**src/rtl/mdu_iter.sv**
```systemverilog
// mdu_iter: iterative multiply/divide unit that holds the architectural HI/LO registers.
// MULT/MULTU use radix-2 shift-add and DIV/DIVU use radix-2 restoring shift-subtract.
// Both operate on operand magnitudes, and a FIX cycle then applies the sign correction.
// Build option: define MDU_DIV_EN to build the divider.
// Without MDU_DIV_EN, op 2/3 is ignored in the same way as ops 6/7.
module mdu_iter #(
    parameter int WIDTH = 32
) (
    input  logic             clk,
    input  logic             reset,
    input  logic             start,
    input  logic [2:0]       op,
    input  logic [WIDTH-1:0] a,
    input  logic [WIDTH-1:0] b,
    input  logic             rd_req,
    input  logic             cancel,
    output logic [WIDTH-1:0] hi,
    output logic [WIDTH-1:0] lo,
    output logic             busy,
    output logic             done,
    output logic             stall
);

    localparam int CW = $clog2(WIDTH);
    localparam logic [CW-1:0] CNT_LAST = CW'(WIDTH - 1);
    localparam logic [CW-1:0] CNT_ONE  = CW'(1);

    typedef enum logic [1:0] {
        S_IDLE = 2'd0,
        S_RUN  = 2'd1,
        S_FIX  = 2'd2
    } state_t;

    state_t               state_q;
    logic [CW-1:0]        cnt_q;
    logic [2*WIDTH-1:0]   acc_q;      // mult: {partial, multiplier}; div: {remainder, dividend/quotient}
    logic [WIDTH-1:0]     mc_q;       // multiplicand or divisor magnitude
    logic [WIDTH-1:0]     a_raw_q;    // unmodified dividend, needed for the divide-by-zero result
    logic                 is_div_q;
    logic                 neg_res_q;  // product/quotient must be negated
    logic                 neg_a_q;    // remainder takes the dividend's sign
    logic                 dz_q;       // divisor was zero
    logic [WIDTH-1:0]     hi_q;
    logic [WIDTH-1:0]     lo_q;
    logic                 busy_q;
    logic                 done_q;

    logic                 accept_s;
    logic                 op_mul_s;
    logic                 op_div_s;
    logic                 signed_op_s;
    logic                 a_neg_s;
    logic                 b_neg_s;
    logic [WIDTH-1:0]     a_mag_s;
    logic [WIDTH-1:0]     b_mag_s;
    logic [WIDTH:0]       mul_sum_s;
    logic [2*WIDTH-1:0]   mul_step_d;
    logic [2*WIDTH-1:0]   div_step_d;
    logic [2*WIDTH-1:0]   acc_step_d;
    logic [2*WIDTH-1:0]   prod_s;
    logic [WIDTH-1:0]     div_hi_s;
    logic [WIDTH-1:0]     div_lo_s;
    logic [WIDTH-1:0]     fix_hi_d;
    logic [WIDTH-1:0]     fix_lo_d;

    // Decode the incoming EX-stage op and form the operand magnitudes
    always_comb begin
        op_mul_s    = (op == 3'd0) || (op == 3'd1);
`ifdef MDU_DIV_EN
        op_div_s    = (op == 3'd2) || (op == 3'd3);
`else
        op_div_s    = 1'b0;
`endif
        signed_op_s = (op == 3'd0) || (op == 3'd2);
        a_neg_s     = signed_op_s & a[WIDTH-1];
        b_neg_s     = signed_op_s & b[WIDTH-1];
        if (a_neg_s) begin
            a_mag_s = {WIDTH{1'b0}} - a;
        end else begin
            a_mag_s = a;
        end
        if (b_neg_s) begin
            b_mag_s = {WIDTH{1'b0}} - b;
        end else begin
            b_mag_s = b;
        end
        accept_s = start & ~cancel & (state_q == S_IDLE);
    end

    // One radix-2 iteration step for multiply (shift-add) and divide (restoring)
    always_comb begin
        mul_sum_s  = {1'b0, acc_q[2*WIDTH-1:WIDTH]};
        if (acc_q[0]) begin
            mul_sum_s = {1'b0, acc_q[2*WIDTH-1:WIDTH]} + {1'b0, mc_q};
        end else begin
            mul_sum_s = {1'b0, acc_q[2*WIDTH-1:WIDTH]};
        end
        mul_step_d = {mul_sum_s, acc_q[WIDTH-1:1]};
        div_step_d = acc_q;
`ifdef MDU_DIV_EN
        begin : div_step
            logic [WIDTH:0] sh_v;
            logic [WIDTH:0] try_v;
            sh_v  = {acc_q[2*WIDTH-1:WIDTH], acc_q[WIDTH-1]};
            try_v = sh_v - {1'b0, mc_q};
            if (try_v[WIDTH]) begin
                div_step_d = {sh_v[WIDTH-1:0], acc_q[WIDTH-2:0], 1'b0};
            end else begin
                div_step_d = {try_v[WIDTH-1:0], acc_q[WIDTH-2:0], 1'b1};
            end
        end
`endif
        if (is_div_q) begin
            acc_step_d = div_step_d;
        end else begin
            acc_step_d = mul_step_d;
        end
    end

    // Sign correction and special-case results applied in the FIX cycle
    always_comb begin
        if (neg_res_q) begin
            prod_s = {(2*WIDTH){1'b0}} - acc_q;
        end else begin
            prod_s = acc_q;
        end
        if (dz_q) begin
            div_lo_s = {WIDTH{1'b1}};
            div_hi_s = a_raw_q;
        end else begin
            if (neg_res_q) begin
                div_lo_s = {WIDTH{1'b0}} - acc_q[WIDTH-1:0];
            end else begin
                div_lo_s = acc_q[WIDTH-1:0];
            end
            if (neg_a_q) begin
                div_hi_s = {WIDTH{1'b0}} - acc_q[2*WIDTH-1:WIDTH];
            end else begin
                div_hi_s = acc_q[2*WIDTH-1:WIDTH];
            end
        end
        if (is_div_q) begin
            fix_hi_d = div_hi_s;
            fix_lo_d = div_lo_s;
        end else begin
            fix_hi_d = prod_s[2*WIDTH-1:WIDTH];
            fix_lo_d = prod_s[WIDTH-1:0];
        end
    end

    // Control FSM with HI/LO, iteration datapath and registered busy/done
    always_ff @(posedge clk) begin
        if (reset) begin
            state_q   <= S_IDLE;
            cnt_q     <= {CW{1'b0}};
            acc_q     <= {(2*WIDTH){1'b0}};
            mc_q      <= {WIDTH{1'b0}};
            a_raw_q   <= {WIDTH{1'b0}};
            is_div_q  <= 1'b0;
            neg_res_q <= 1'b0;
            neg_a_q   <= 1'b0;
            dz_q      <= 1'b0;
            hi_q      <= {WIDTH{1'b0}};
            lo_q      <= {WIDTH{1'b0}};
            busy_q    <= 1'b0;
            done_q    <= 1'b0;
        end else begin
            case (state_q)
                S_IDLE: begin
                    done_q <= 1'b0;
                    if (accept_s && (op_mul_s || op_div_s)) begin
                        state_q   <= S_RUN;
                        busy_q    <= 1'b1;
                        cnt_q     <= {CW{1'b0}};
                        is_div_q  <= op_div_s;
                        neg_res_q <= a_neg_s ^ b_neg_s;
                        neg_a_q   <= a_neg_s;
                        a_raw_q   <= a;
                        dz_q      <= op_div_s && (b == {WIDTH{1'b0}});
                        if (op_div_s) begin
                            mc_q  <= b_mag_s;
                            acc_q <= {{WIDTH{1'b0}}, a_mag_s};
                        end else begin
                            mc_q  <= a_mag_s;
                            acc_q <= {{WIDTH{1'b0}}, b_mag_s};
                        end
                    end else if (accept_s && (op == 3'd4)) begin
                        hi_q <= a;
                    end else if (accept_s && (op == 3'd5)) begin
                        lo_q <= a;
                    end
                end
                S_RUN: begin
                    done_q <= 1'b0;
                    if (cancel) begin
                        state_q <= S_IDLE;
                        busy_q  <= 1'b0;
                        cnt_q   <= {CW{1'b0}};
                    end else begin
                        acc_q <= acc_step_d;
                        if (cnt_q == CNT_LAST) begin
                            state_q <= S_FIX;
                            cnt_q   <= {CW{1'b0}};
                        end else begin
                            cnt_q <= cnt_q + CNT_ONE;
                        end
                    end
                end
                S_FIX: begin
                    state_q <= S_IDLE;
                    busy_q  <= 1'b0;
                    if (cancel) begin
                        done_q <= 1'b0;
                    end else begin
                        hi_q   <= fix_hi_d;
                        lo_q   <= fix_lo_d;
                        done_q <= 1'b1;
                    end
                end
                default: begin
                    state_q <= S_IDLE;
                    busy_q  <= 1'b0;
                    done_q  <= 1'b0;
                    cnt_q   <= {CW{1'b0}};
                end
            endcase
        end
    end

    assign hi    = hi_q;
    assign lo    = lo_q;
    assign busy  = busy_q;
    assign done  = done_q;
    assign stall = busy_q & (start | rd_req);

endmodule

```
**config.mk**
```make
export PLATFORM = sky130hd
export DESIGN_NAME = mdu_iter
export DESIGN_NICKNAME = d
export VERILOG_FILES = /design/src/rtl/mdu_iter.sv
export SDC_FILE = /design/constraint.sdc
export NUM_CORES = 1
export LEC_CHECK = 0
export CORE_ASPECT_RATIO = 0.75
export CORE_UTILIZATION = 52
export DETAILED_ROUTE_END_ITERATION = 8
export PLACE_DENSITY_LB_ADDON = 0.12
export SYNTH_ARGS = -nofsm -noshare
export SYNTH_HDL_FRONTEND = slang
export SYNTH_SLANG_ARGS = --single-unit
```
**constraint.sdc**
```tcl
create_clock -name clk -period 3.25 [get_ports clk]
set_input_delay 0.8125 -clock clk [delete_from_list [all_inputs] [get_ports clk]]
set_output_delay 0.8125 -clock clk [all_outputs]
set_load 0.005 [all_outputs]
```
==> out/summary.log <==
INFO  run_status     run_status=finished clean
INFO  clocking       max-clock-path-buffers=2
INFO  clocking       clock_root_buffer=clkbuf_16
INFO  detailed_routing drt_pass1_iterations=6
INFO  detailed_routing drt-vias-per-instance=6.17
INFO  power          power.sequential.fraction=43.3%
INFO  logic_synthesis dominant_combinational_cell_family_by_area_after_synthesis=compound AO/OA/AOI/OAI gates
INFO  logic_synthesis post_synth.cell_area_avg=7.67um2
INFO  layout         layout_commonest_cell=nor2_1
INFO  logic_synthesis synth-compound-area-share=28.4%
INFO  detailed_routing post_drt_wl_per_cell=19.1um
INFO  placed_design  dp_hpwl=26.9mm
INFO  global_route   gr-usage-met1=47.0%
INFO  sta            timing.clock.skew=0.0102ns
INFO  clocking       cts.sink_count=170
INFO  clocking       clock_latency=0.44ns
INFO  logic_synthesis yosys_register_bits=170
INFO  sta            fin_tns_setup=0ns
INFO  logic_synthesis synth_enable_flop_cells=0
INFO  clocking       tritoncts=yes
INFO  sta            worst_slack=0.0528ns
INFO  detailed_routing remaining_drc_errors=0
INFO  floorplan      cell_rows=46
INFO  detailed_routing totalWireLength=37.2mm
INFO  logic_synthesis post_synth_and_or_nand_nor_area_fraction=21.7%
INFO  logic_synthesis synth_xor_area_share=10.1%
INFO  logic_synthesis synth_ff_type=dfxtp_1
INFO  critical_path  critPathRequiredTime=3.59ns
INFO  global_route   grt_antenna_before_repair=1
INFO  sta            timing_hold_violations_final=0
INFO  placed_design  place_congestion=0.973
INFO  logic_synthesis post_synth_instance_area=11300um2
INFO  global_route   top_usage_layer=met2
INFO  critical_path  critPathSlowestCell=fa_1
INFO  global_route   vias_in_the_first_global_route=10900
INFO  power          power.internal=3.60mW
INFO  sta            fin_hold_ws=0.453ns
INFO  global_route   pin_count_of_the_biggest_net_entering_global_routing=155
INFO  power          switchingPower=1.41mW
INFO  logic_synthesis synth_adder_area_share=4.26%
INFO  layout         areaGrowthSynthToFinish=25.9%
INFO  logic_synthesis synthesis.nets=1587
INFO  floorplan      initial_core_util=53.4%
INFO  sta            drv_slew=0
INFO  sta            period_share=98.4%
INFO  power          ir_drop=0.000380V
INFO  floorplan      floorplan.die_area=22400um2
INFO  clocking       htree_levels=4
INFO  sta            final.min_clock_period=3.20ns
INFO  logic_synthesis synthMuxAreaShare=0.905%
INFO  critical_path  timing.critical_path.slowest_cell_delay=0.37ns
INFO  global_route   grt_util_met3=5.55%
INFO  floorplan      die_height=130um
INFO  global_route   grt_use_met2=52.2%
INFO  layout         final_layout_size_suffix_gt1_share=11.6%
INFO  sta            timing.final.setup_violations=0
INFO  detailed_routing number_of_drc_markers_in_iteration_0=1527
INFO  clocking       clkTransAtPathRegs=0.07ns
INFO  power          power_density_cells=352nW/um2
INFO  power          sw_frac_of_total=28.2%
INFO  detailed_routing route.vias.total=12000
INFO  critical_path  crit_path_end_kind=flip-flop
INFO  run            max_cap_viol_count=0
INFO  logic_synthesis fraction_of_registers_with_async_set_reset=0%
INFO  placed_design  place_inst=1919
INFO  global_route   global_router_s_overall_resource_usage=33.2%
INFO  power          clkPwrFrac=39.5%
INFO  clocking       numCtsBuffers=17
INFO  layout         final_cells=1952
INFO  critical_path  list_of_cells_traversed_by_the_critical_path=ha_1, inv_1, fa_1, and2b_1, o211ai_1, a31oi_2, a31oi_2, buf_4, o41ai_2, buf_4, a21oi_1, xor2_1, a221oi_1
INFO  logic_synthesis instance_count_of_the_mapped_netlist=1477
INFO  layout         layout.core_utilization=67.2%
INFO  global_route   globalRouteOverflowTotal=0
INFO  global_route   grt_pass1_wl=58.1mm
INFO  power          static-leakage-power=5.41nW
INFO  sta            fmax=313MHz
INFO  layout         layout_common_cells=210 x nor2_1, 169 x dfxtp_1, 145 x a21oi_1
INFO  sta            slew_headroom=50.5%
INFO  floorplan      dieWidth=172um
INFO  layout         nFillCells=1798
INFO  floorplan      io_pins=139
INFO  placed_design  pre_cts_slack=-0.392ns
INFO  placed_design  port_buffers=138
INFO  floorplan      fp.coreArea=21200um2
INFO  critical_path  worstPathArrival=3.54ns
INFO  layout         final_nets=1761
INFO  logic_synthesis synth.yosys.warnings=0
INFO  detailed_routing antenna_left=0
INFO  logic_synthesis synth_cell_types=78
INFO  min_path       hp-class=flip-flop to flip-flop
INFO  power          p_comb_share=17.2%
INFO  logic_synthesis fraction_of_the_yosys_area_taken_by_sequential_cells=30.0%
INFO  sta            worst_tran_pin_value=0.743ns
INFO  critical_path  worstPathMaxFanout=4
INFO  critical_path  critPathLaunchType=flip-flop
INFO  critical_path  timing_worst_setup_path_type=flip-flop to flip-flop
## cell usage after synthesis (26+ instances only)
| cell type | number | share of area, % |
|---|---|---|
| nor2_1 | 211 | 7.0 |
| dfxtp_1 | 170 | 30 |
| a21oi_1 | 145 | 6.4 |
| nand2_1 | 122 | 4.0 |
| o21ai_0 | 94 | 4.2 |
| clkbuf_1 | 93 | 3.1 |
| xor2_1 | 88 | 6.8 |
| a211oi_1 | 69 | 4.6 |
| xnor2_1 | 43 | 3.3 |
| ha_1 | 37 | 4.1 |
| o31ai_1 | 33 | 2.2 |
| nor3_1 | 26 | 1.1 |
## logic make-up after synthesis
kind of cell,count (synthesis)
AND/OR/NAND/NOR,514
AO/OA/AOI/OAI,490
flip-flops,170
XOR/XNOR,131
buffers and inverters,124
adder cells (fa/ha/maj),38
multiplexers,10
## per-stage QoR
| step | area, um2 | total power, mW |
|---|---|---|
| after floorplan | 11300 | 2.63 |
| after global placement | 13700 | 3.04 |
| after detailed placement | 13700 | 3.05 |
| after CTS | 14200 | 5.01 |
| after global routing | 14300 | 5.18 |
| final | 14300 | 5.02 |
## critical path, delay by kind of cell, from the launching register on
| family | cells | cell delay (ns) |
|---|---|---|
| flops | 1 | 0.34 |
| xor+xnor | 1 | 0.16 |
| simple gates | 1 | 0.23 |
| fa+ha+maj | 2 | 0.61 |
| compound gates | 6 | 1.31 |
| buf+inv | 3 | 0.46 |
## state kept, by name (all words and copies together) (netlist names)
register,cells
acc_q,64
lo,32
cnt_q,5
hi,32
state_q,2
busy,1
done,1
mc_q,32
neg_res_q,1
## area by class of cell
class                           count  area, um2  share of cell area (%)
Antenna cell                        1       2.50                  0.0175
Tap cell                          288        360                    2.52
Clock inverter                      7       67.6                   0.473
Inverter                           21       78.8                   0.552
Timing Repair Buffer              258       2400                    16.9
Sequential cell                   170       3400                    23.9
Multi-Input combinational cell   1183       7470                    52.3
Clock buffer                       24        482                    3.38
## repair_timing
action                                 in CTS  in global routing
buffers inserted                            0                  1
resized for setup                           1                  8
endpoints found under the hold margin       0                  0
pin swaps                                   0                  2
hold buffers                                0                  0
setup endpoints to repair                   1                  9
## power groups by stage
stage	sequential [mW]	clock, mW	combinational (mW)
final	2.17	1.98	0.863
after global routing	2.18	2.08	0.926
after CTS	2.17	2.00	0.840
after detailed placement	2.22	0	0.832
after global placement	2.22	0	0.822
after floorplan	2.21	0	0.426
## metal layers
metal | vias up | routed length, um
met1 | 5650 | 16900
met2 | 588 | 16500
met5 | - | 0
met4 | 0 | 586
li1 | 5747 | -
met3 | 51 | 3250
## worst paths after layout
| kind | cells past startpoint | to | slack [ns] | start |
|---|---|---|---|---|
| min | 2 | lo[8] | 0.45 | lo[8] |
| min reg2reg | 2 | lo[8] | 0.45 | lo[8] |
| max reg2reg | 13 | acc_q[57] | 0.05 | mc_q[0] |
| max | 13 | acc_q[57] | 0.05 | mc_q[0] |
Note: power is estimated with default switching activity, not from simulation.
